### config.mk
export PLATFORM = sky130hd
export DESIGN_NAME = idct_row_mac
export DESIGN_NICKNAME = d
export VERILOG_FILES = /design/src/rtl/idct_pkg.sv /design/src/rtl/idct_cos_rom.sv /design/src/rtl/idct_row_mac.sv
export SDC_FILE = /design/constraint.sdc
export NUM_CORES = 2
export LEC_CHECK = 0
export ABC_AREA = 1
export CAP_MARGIN = 10
export CELL_PAD_IN_SITES_DETAIL_PLACEMENT = 0
export CELL_PAD_IN_SITES_GLOBAL_PLACEMENT = 2
export CORE_MARGIN = 4
export CORE_UTILIZATION = 43
export CTS_CLUSTER_SIZE = 8
export DETAILED_ROUTE_END_ITERATION = 16
export MAX_ROUTING_LAYER = met4
export PLACE_DENSITY = 0.95
export RECOVER_POWER = 50
export SETUP_SLACK_MARGIN = 0.05
export SYNTH_ARGS = -nofsm -noshare
export SYNTH_HDL_FRONTEND = slang
export SYNTH_HIERARCHICAL = 1
export SYNTH_SLANG_ARGS = --single-unit
### constraint.sdc
create_clock -name clk -period 18.99 [get_ports clk]
set_clock_uncertainty 0.1 [all_clocks]
set_input_delay 2.8485 -clock clk [delete_from_list [all_inputs] [get_ports clk]]
set_output_delay 2.8485 -clock clk [all_outputs]
set_load 0.1 [all_outputs]
### src/rtl/idct_pkg.sv
// ---------------------------------------------------------------------------
// idct_pkg
//   Shared constants, FSM state type and constant helper functions for the
//   sequential 8-point row IDCT (idct_row_mac).
//
//   Contents:
//     N_PT, COEF_W, PIX_W, W_W : point count and field widths
//     state_t                  : IDLE / ACC / OUT
//     gen_w_table(frac)        : packed 8x8 table of signed 13-bit weights
//                                W[k][n] = round(2^frac * 2*C(k)*cos((2n+1)k*pi/16))
//     lowest_set(mask)         : index of the lowest set bit of an 8-bit mask
//
//   No configuration macros are used in this file.
// ---------------------------------------------------------------------------
package idct_pkg;

    localparam int N_PT   = 8;
    localparam int COEF_W = 9;
    localparam int PIX_W  = 8;
    localparam int W_W    = 13;

    // cos(j*pi/16) for j = 0..8 with 20 fractional bits. Every weight is
    // derived from these and rounded down to the requested precision, which
    // keeps the table generation in integer arithmetic.
    localparam int COS_FRAC = 20;
    localparam int COS_Q20 [9] = '{1048576, 1028428, 968758, 871859, 741455,
                                   582558, 401273, 204567, 0};

    typedef enum logic [1:0] {
        IDLE = 2'd0,
        ACC  = 2'd1,
        OUT  = 2'd2
    } state_t;

    // cos(m*pi/16) in Q20 for any m in 0..31, folded onto the first quadrant.
    function automatic int cos_q20(input int m);
        int mm;
        mm = m;
        if (mm > 16) mm = 32 - mm;
        if (mm > 8) return -COS_Q20[16 - mm];
        return COS_Q20[mm];
    endfunction

    // Entry (k, n) sits at bits [(k*N_PT + n)*W_W +: W_W].
    // For k = 0, 2*C(0)*cos(0) = sqrt(2) = 2*cos(pi/4), so the DC row reuses
    // the pi/4 constant. Rounding is half away from zero on the magnitude.
    function automatic logic [N_PT*N_PT*W_W-1:0] gen_w_table(input int frac);
        logic [N_PT*N_PT*W_W-1:0] t;
        int                       m;
        int                       base;
        int                       mag;
        int                       sh;
        t  = '0;
        sh = COS_FRAC - frac;
        for (int k = 0; k < N_PT; k++) begin
            for (int n = 0; n < N_PT; n++) begin
                m = ((2 * n + 1) * k) % 32;
                if (k == 0) base = 2 * COS_Q20[4];
                else        base = 2 * cos_q20(m);
                mag = (base < 0) ? -base : base;
                mag = (mag + (1 << (sh - 1))) >>> sh;
                t[(k * N_PT + n) * W_W +: W_W] = W_W'((base < 0) ? -mag : mag);
            end
        end
        return t;
    endfunction

    function automatic logic [2:0] lowest_set(input logic [N_PT-1:0] m);
        logic [2:0] idx;
        idx = '0;
        for (int i = N_PT - 1; i >= 0; i--) begin
            if (m[i]) idx = 3'(i);
        end
        return idx;
    endfunction

endpackage

### src/rtl/idct_cos_rom.sv
// ---------------------------------------------------------------------------
// idct_cos_rom
//   Combinational cosine weight ROM for the row IDCT. Selects the 8 weights
//   of basis index k, one per output lane.
//
//   Parameters:
//     COEF_FRAC : fractional bits of the weights
//   Ports:
//     k : in  3         basis (coefficient) index
//     w : out 8 x 13    weights, lane n at [n*13 +: 13], signed
// ---------------------------------------------------------------------------
module idct_cos_rom
    import idct_pkg::*;
#(
    parameter int COEF_FRAC = 10
) (
    input  logic [2:0]          k,
    output logic [N_PT*W_W-1:0] w
);

    localparam logic [N_PT*N_PT*W_W-1:0] W_TABLE = gen_w_table(COEF_FRAC);

    always_comb begin
        w = W_TABLE[int'(k) * N_PT * W_W +: N_PT * W_W];
    end

endmodule

### src/rtl/idct_row_mac.sv
// ---------------------------------------------------------------------------
// idct_row_mac
//   Sequential 8-point 1-D inverse DCT for one row. Eight parallel MAC lanes
//   consume one coefficient per cycle; results are rounded, shifted down by
//   COEF_FRAC and clamped to unsigned 8-bit pixels.
//
//   Parameters:
//     COEF_FRAC : fractional bits of the cosine weights (default 10)
//     ACC_W     : signed accumulator width per lane (default 26)
//   Ports:
//     clk       : in   clock, all state changes on rising edge
//     rst       : in   synchronous active-high reset
//     in        : in   72  X0 at [71:63] .. X7 at [8:0], signed 9-bit each
//     in_valid  : in   coefficient row valid
//     in_ready  : out  block can accept a row (IDLE only)
//     out       : out  64  p0 at [63:56] .. p7 at [7:0], unsigned 8-bit each
//     out_valid : out  pixel row valid (OUT only)
//     out_ready : in   downstream accepts the row
//     dbg_state : out  2   current FSM state (state_t encoding)
//
//   Handshake: a transfer happens on a rising edge where valid and ready are
//   both high; the source holds its data stable while valid is high and
//   ready is low.
//
//   Build option IDCT_ZERO_SKIP_EN: when defined, only nonzero coefficients
//   are visited during accumulation (latency popcount+1); otherwise all
//   eight are visited (latency 9). Results are identical either way.
// ---------------------------------------------------------------------------
module idct_row_mac
    import idct_pkg::*;
#(
    parameter int COEF_FRAC = 10,
    parameter int ACC_W     = 26
) (
    input  logic                   clk,
    input  logic                   rst,
    input  logic [N_PT*COEF_W-1:0] in,
    input  logic                   in_valid,
    output logic                   in_ready,
    output logic [N_PT*PIX_W-1:0]  out,
    output logic                   out_valid,
    input  logic                   out_ready,
    output logic [1:0]             dbg_state
);

    localparam int PROD_W = COEF_W + W_W;
    localparam logic signed [ACC_W-1:0] RND_HALF = ACC_W'(1 << (COEF_FRAC - 1));
    localparam logic signed [ACC_W-1:0] PIX_MAX  = ACC_W'((1 << PIX_W) - 1);

    state_t                    state_q;
    state_t                    state_d;

    logic signed [COEF_W-1:0]  x_q   [N_PT];
    logic signed [ACC_W-1:0]   acc_q [N_PT];
    // Indices still to be accumulated; the lowest set bit is the current k.
    logic [N_PT-1:0]           pend_q;
    logic [N_PT-1:0]           visit_mask;

    logic [2:0]                k;
    logic [N_PT*W_W-1:0]       w_flat;
    logic signed [PROD_W-1:0]  prod  [N_PT];
    logic [N_PT*PIX_W-1:0]     pix_d;

    assign dbg_state = state_q;
    assign k         = lowest_set(pend_q);

`ifdef IDCT_ZERO_SKIP_EN
    // Zero coefficients contribute nothing, so they are never visited. An
    // all-zero row still spends one cycle in ACC (the result-register cycle),
    // where the cleared accumulators round to all-zero pixels.
    always_comb begin
        visit_mask = '0;
        for (int i = 0; i < N_PT; i++) begin
            visit_mask[i] = (in[(N_PT - 1 - i) * COEF_W +: COEF_W] != '0);
        end
    end
`else
    assign visit_mask = '1;
`endif

    idct_cos_rom #(
        .COEF_FRAC (COEF_FRAC)
    ) u_rom (
        .k (k),
        .w (w_flat)
    );

    // 9b x 13b signed products, one per lane.
    always_comb begin
        for (int n = 0; n < N_PT; n++) begin
            prod[n] = PROD_W'(x_q[k]) * PROD_W'($signed(w_flat[n * W_W +: W_W]));
        end
    end

    // Round, arithmetic shift, clamp to [0, 255].
    always_comb begin
        logic signed [ACC_W-1:0] rnd;
        logic signed [ACC_W-1:0] shr;
        logic [PIX_W-1:0]        px;
        pix_d = '0;
        rnd   = '0;
        shr   = '0;
        px    = '0;
        for (int n = 0; n < N_PT; n++) begin
            rnd = acc_q[n] + RND_HALF;
            shr = rnd >>> COEF_FRAC;
            if (shr[ACC_W-1])       px = '0;
            else if (shr > PIX_MAX) px = '1;
            else                    px = shr[PIX_W-1:0];
            pix_d[(N_PT - 1 - n) * PIX_W +: PIX_W] = px;
        end
    end

    // ---------------- FSM ----------------
    always_ff @(posedge clk) begin
        if (rst) state_q <= IDLE;
        else     state_q <= state_d;
    end

    always_comb begin
        state_d   = state_q;
        in_ready  = 1'b0;
        out_valid = 1'b0;
        case (state_q)
            IDLE: begin
                in_ready = 1'b1;
                if (in_valid) state_d = ACC;
            end
            ACC: begin
                // Once nothing is pending, this cycle registers the pixels.
                if (pend_q == '0) state_d = OUT;
            end
            OUT: begin
                out_valid = 1'b1;
                if (out_ready) state_d = IDLE;
            end
            default: state_d = IDLE;
        endcase
    end

    // ---------------- datapath ----------------
    always_ff @(posedge clk) begin
        if (rst) begin
            pend_q <= '0;
            out    <= '0;
            for (int n = 0; n < N_PT; n++) begin
                x_q[n]   <= '0;
                acc_q[n] <= '0;
            end
        end else begin
            case (state_q)
                IDLE: begin
                    if (in_valid) begin
                        pend_q <= visit_mask;
                        for (int n = 0; n < N_PT; n++) begin
                            x_q[n]   <= in[(N_PT - 1 - n) * COEF_W +: COEF_W];
                            acc_q[n] <= '0;
                        end
                    end
                end
                ACC: begin
                    if (pend_q != '0) begin
                        pend_q[k] <= 1'b0;
                        for (int n = 0; n < N_PT; n++) begin
                            acc_q[n] <= acc_q[n] + ACC_W'(prod[n]);
                        end
                    end else begin
                        out <= pix_d;
                    end
                end
                default: begin
                end
            endcase
        end
    end

endmodule
### Yosys cells after proc, flatten, opt, wreduce, memory -nomap -nowiden

Memory sizes are Yosys's and may differ from the RTL's.
Index checks and enable logic that the tools add are counted.

* $add $sub $neg: 16
* $mul: 9
* magnitude comparators: 10
* eq/ne operators: 6
* shift-type cells: 1
* multiplexer cells: 69
* bitwise gates (word level): 27
* reduce and logical (&&, ||, !) cells: 8

Operators by type and width (number)
* variable part select 832 x 11 -> 104 bit, first input constant: 1
* two-way mux 26 bit: 16
* adder 26 x 11 -> 26 bit, second input constant: 8
* adder 26 x 22 -> 26 bit: 8
* multiplier 9 x 13 -> 22 bit: 8
* two-way mux 8 bit: 18
* greater-than comparator 16 x 9 -> 1 bit, second input constant: 8
* two-way mux 9 bit: 8
* two-way mux 3 bit: 8
* bitwise OR 1 bit: 24
* case mux 8 bit (2 select lines): 1
* two-way mux 1 bit: 13
* AND 8 bit: 1
* zero test 8 bit: 1
* inequality test 2 bit, second input constant: 4
* NOT 8 bit: 1
* nonzero test 8 bit: 1
* multiplier 3 x 4 -> 7 bit, second input constant: 1
* two-way mux 2 bit: 3
* case mux 2 bit (3 select lines): 1
* AND reduction 3 bit: 2
* less-than comparator 3 x 4 -> 1 bit, second input constant: 1
* demux 1 bit (select 3 bit): 1
* >= comparator 3 x 1 -> 1 bit, second input constant: 1
* 7 further kinds: 7

* register bits after elaboration: 74
* bits in writable memories: 280
* bits of input ports: 76
* output and inout bits: 68
* memories: 2

Memories
* acc_q: depth 8, width 26, read ports 8, clocked after Yosys merged registers in 0, wr ports 8, line idct_row_mac.sv:54 `logic signed [ACC_W-1:0] acc_q [N_PT];`
* x_q: depth 8, width 9, read ports 1, clocked after Yosys merged registers in 0, wr ports 8, line idct_row_mac.sv:53 `logic signed [COEF_W-1:0] x_q [N_PT];`

### Longest topological paths before layout

* depth in word-level cells: 16
* depth in mapped cells: 40

### Hierarchy

The synthesis kept the hierarchy.

Modules (own cells, without submodules)
* idct_row_mac: instances 1, cells an instance 7609, area each 61049.8 µm²
* idct_cos_rom: instances 1, cells an instance 161, area each 878.3 µm²

### Worst setup path after synthesis

OpenSTA, ideal clock, no wires.

* path kind: reg2reg
* from: reg pend_q[4]
* to: mem acc_q[5][25] (netlist: acc_q[0][155]), data pin
* setup time: 0.253 ns
* arrival time: 6.370 ns
* data required time: 18.637 ns
* path slack: 12.267 ns
* stages on the path, launching flop included: 31
* clock period less this slack: 6.723 ns
* cells stage by stage: dfxtp_1 > nor2_1 > inv_1 > o21ai_1 > nand3_2 > inv_1 > inv_1 > ha_1 > nand2_1 > nand2_1 > buf_4 > clkbuf_1 > nand2_1 > fa_1 > inv_1 > fa_1 > inv_1 > fa_1 > inv_1 > fa_1 > inv_1 > fa_1 > inv_1 > ha_1 > nand2_1 > nor3_1 > nand3_1 > nand3_1 > nand2_1 > nand2_1 > nor2_1

RTL lines
* start, declared: line idct_row_mac.sv:56 `logic [N_PT-1:0] pend_q;`
* start signal, assigned: line idct_row_mac.sv:154 `pend_q <= visit_mask;`
* end, declared: line idct_row_mac.sv:54

==> key figures <==
STA
  – Slew headroom: -177.5%
  – Final setup vio count: 0
  – Final Max Tran Viols: 496
  – Fmax: 93.70 MHz
  – Setup ws final: between 8000 and 9000 ps
  – Min cycle time layout: around 11000 ps
  – Tcrit/Tclk final: 56.20%
  – Hold_ws: 361.0 ps
  – Worst-Margin Slew: about 4200 ps
  – Hold Vio Cnt, Final: 0
  – RSZ-0062 raised after global routing: no
  – Setup TNS: 0 ps

Worst setup path
  – CP Capture Type: flop
  – Critical Path Max Stage Delay: 2730 ps
  – Worst setup path class: input pin to flop
  – Most frequent CP cell: clkbuf_1
  – Startpoint Class: input pin
  – CP Buf/Inv Count: 4
  – Crit path max-delay family: buffers and inverters
  – CP cell instances: clkbuf_1, clkbuf_1, nor2_1, clkinvlp_2, clkbuf_1, a21oi_1
  – CP arrival: 10810 ps
  – Crit-path max FO: 49
  – Worst endpoint required time: about 19000 ps
  – CP max stage cell: clkbuf_1

Clock tree
  – CTS resizes: 0
  – H-tree depth: 2
  – CTS Buf Count: between 50 and 60
  – Clk Latency, worst-skew pair: 710 ps
  – Root Buffer Master: clkbuf_16
  – TritonCTS clock tree: yes
  – Clock Sinks: 354
  – Maximum clock path buffer count: 3
  – Postcts setup bufs: 0
  – Reg clk slew, reported paths: 50 ps
  – Post-CTS Hold Fix Bufs: 0

Synthesis
  – Cell taking the most area after synthesis: fa_1
  – Gate Count Post-Synth: just under 8000
  – Yosys cell types: between 50 and 60
  – Synth top cells by count: 1927 x inv_1, 1566 x nand2_1, 1008 x fa_1
  – Netlist Area Pre-Place: a little over 0.06 mm2
  – #FFs+latches synth: 354
  – Top cell type's share of synthesized area: between 30% and 40%
  – Sequential area share after synthesis: 15.55%
  – Syn avg cell area: 7.970 um2
  – Number of synthesized flops with an enable pin: around 250
  – FFs w/ async S/R, synth: 0%
  – Count leader, synth: inv_1
  – Largest cells by area after synthesis: fa_1 33%, edfxtp_1 12%, inv_1 12%, ha_1 11%, nand2_1 9.5%
  – Synth Warn #: 6
  – Top_reg_cell synth: edfxtp_1

GRT
  – Met2 GRT Util: 39.30%
  – Grt met1 use: 31.35%
  – Largest net degree at the start of global routing: 73
  – First-pass GRT wire length: 279.8 mm
  – Initial antenna violation count: 2
  – Gr busiest metal: met2
  – Vias in the first global route: between 50000 and 60000
  – Total GRT Usage: about a quarter
  – Congestion Overflow GR: 0
  – Met3 Track Usage GR: 3.377%

Finish
  – Area grow syn2layout: 7.245%
  – Filler Cell Count: 14320
  – Register area: 0.009629 mm2
  – Finished Layout Cells: slightly below 10000
  – Area of the multi-input gates: between 0.04 and 0.05 mm2
  – Diode count: 0
  – Share of layout cells above drive strength 1: 2.786%
  – Fin nets: 9405

Detailed routing
  – Routed wire length: approximately 170 mm
  – DRC: 0
  – DR WL/cell: 17.66 um
  – Iter 0 DRT Violations: around 3000
  – Drt pass-1 iters: 6
  – Detail Route Antenna Nets: 0
  – DR vias/cell: 5.019
  – Via total after detailed routing: between 40000 and 50000

Run status
  – Outcome: finished with violations
  – Failing checks: capacitance limit, slew limit

Floorplanning
  – Core ar.: 0.1423 mm2
  – Die W: 387.5 um
  – IO Pins: 144
  – Initial Utilization: 43.53%
  – Row cnt: 138
  – Die ar.: 0.1502 mm2
  – Die height: ~390 um

Hold path
  – HP Class: flop to flop

Run
  – MaxCap Viol Count: 10

Placement
  – Placed Cells incl. Taps: 9610
  – Port bufs: 143
  – RePlAce Congestion: 0.9064
  – DP HPWL: 135.6 mm
  – Place WS: 9662 ps
-- tightest hold or removal path, stage by stage (launching register included) --
cell and delay, ps:
dfxtp_1 300, nand2_1 60, a21oi_1 50
-- cell families (layout without fill, tap and decap cells) --
logic type      count (synthesis)  after routing  synth area share [%]
compound gates                804            804                 6.989
other cells                     1              2              0.006055
buf+inv                      2179           2232                 14.11
flops                         354            354                 15.55
fa+ha+maj                    1552           1552                 43.58
xor+xnor                      104            104                 1.471
simple gates                 2776           2776                 18.30
-- cells in the final DEF, fill, tap and decap left out, drive strengths merged, types with 7 or more instances in the layout --
master,count
clkinv,11
edfxtp,254
clkbuf,106
and2,7
a31oi,7
a21oi,409
ha,544
inv,1937
fa,1008
nor4,10
o211ai,10
a21o,22
o21bai,32
dfxtp,100
o21a,22
nand2,1572
nor3,47
nand3,194
buf,33
o21ai,273
nand4,70
a21boi,14
xnor2,50
xor2,54
nor2,861
clkdlybuf4s50,142
or2,10
-- metal layers --
layer / wire length (um) / up-vias
met5: 0 / -
met4: 4540 / 0
met3: 9351 / 233
met2: 80830 / 1236
met1: 76790 / 23950
li1: - / 23330
-- stage by stage --
| step | utilization, % | area, um2 |
|---|---|---|
| 2_1_floorplan | - | 61930 |
| 3_3_place_gp | 45.45 | 64660 |
| 3_5_place_dp | 45.45 | 64660 |
| 4_1_cts | 46.72 | 66470 |
| 5_1_grt | 46.68 | 66410 |
| 6_report | 46.68 | 66410 |
-- registers in the layout (all words and copies together), names as in the netlist --
register / flops
x_q: 72
dbg_state: 2
acc_q: 208
out: 64
pend_q: 8
-- path summary, 6_finish.rpt --
path                     startpoint                     endpoint  slack [ps]  depth (start not counted)
max                             rst   acc_q[0][88]$_SDFFCE_PN0P_        8320                          6
min            out[24]$_SDFFE_PP0P_         out[24]$_SDFFE_PP0P_         360                          2
max reg2reg  pend_q[7]$_SDFFE_PP0P_  acc_q[0][102]$_SDFFCE_PN0P_        9550                         31
min reg2reg    out[24]$_SDFFE_PP0P_         out[24]$_SDFFE_PP0P_         360                          2
-- layout make-up --
class	count	area share [%]
Clock buffer	96	2.472
Clock inverter	8	0.2468
Inverter	1943	11.00
Multi-Input combinational cell	5238	65.65
Sequential cell	354	14.50
Tap cell	1890	3.561
Timing Repair Buffer	185	2.570
Power is not shown: default switching activity piles up to over one toggle a cycle in this logic, so the estimate is an artifact.
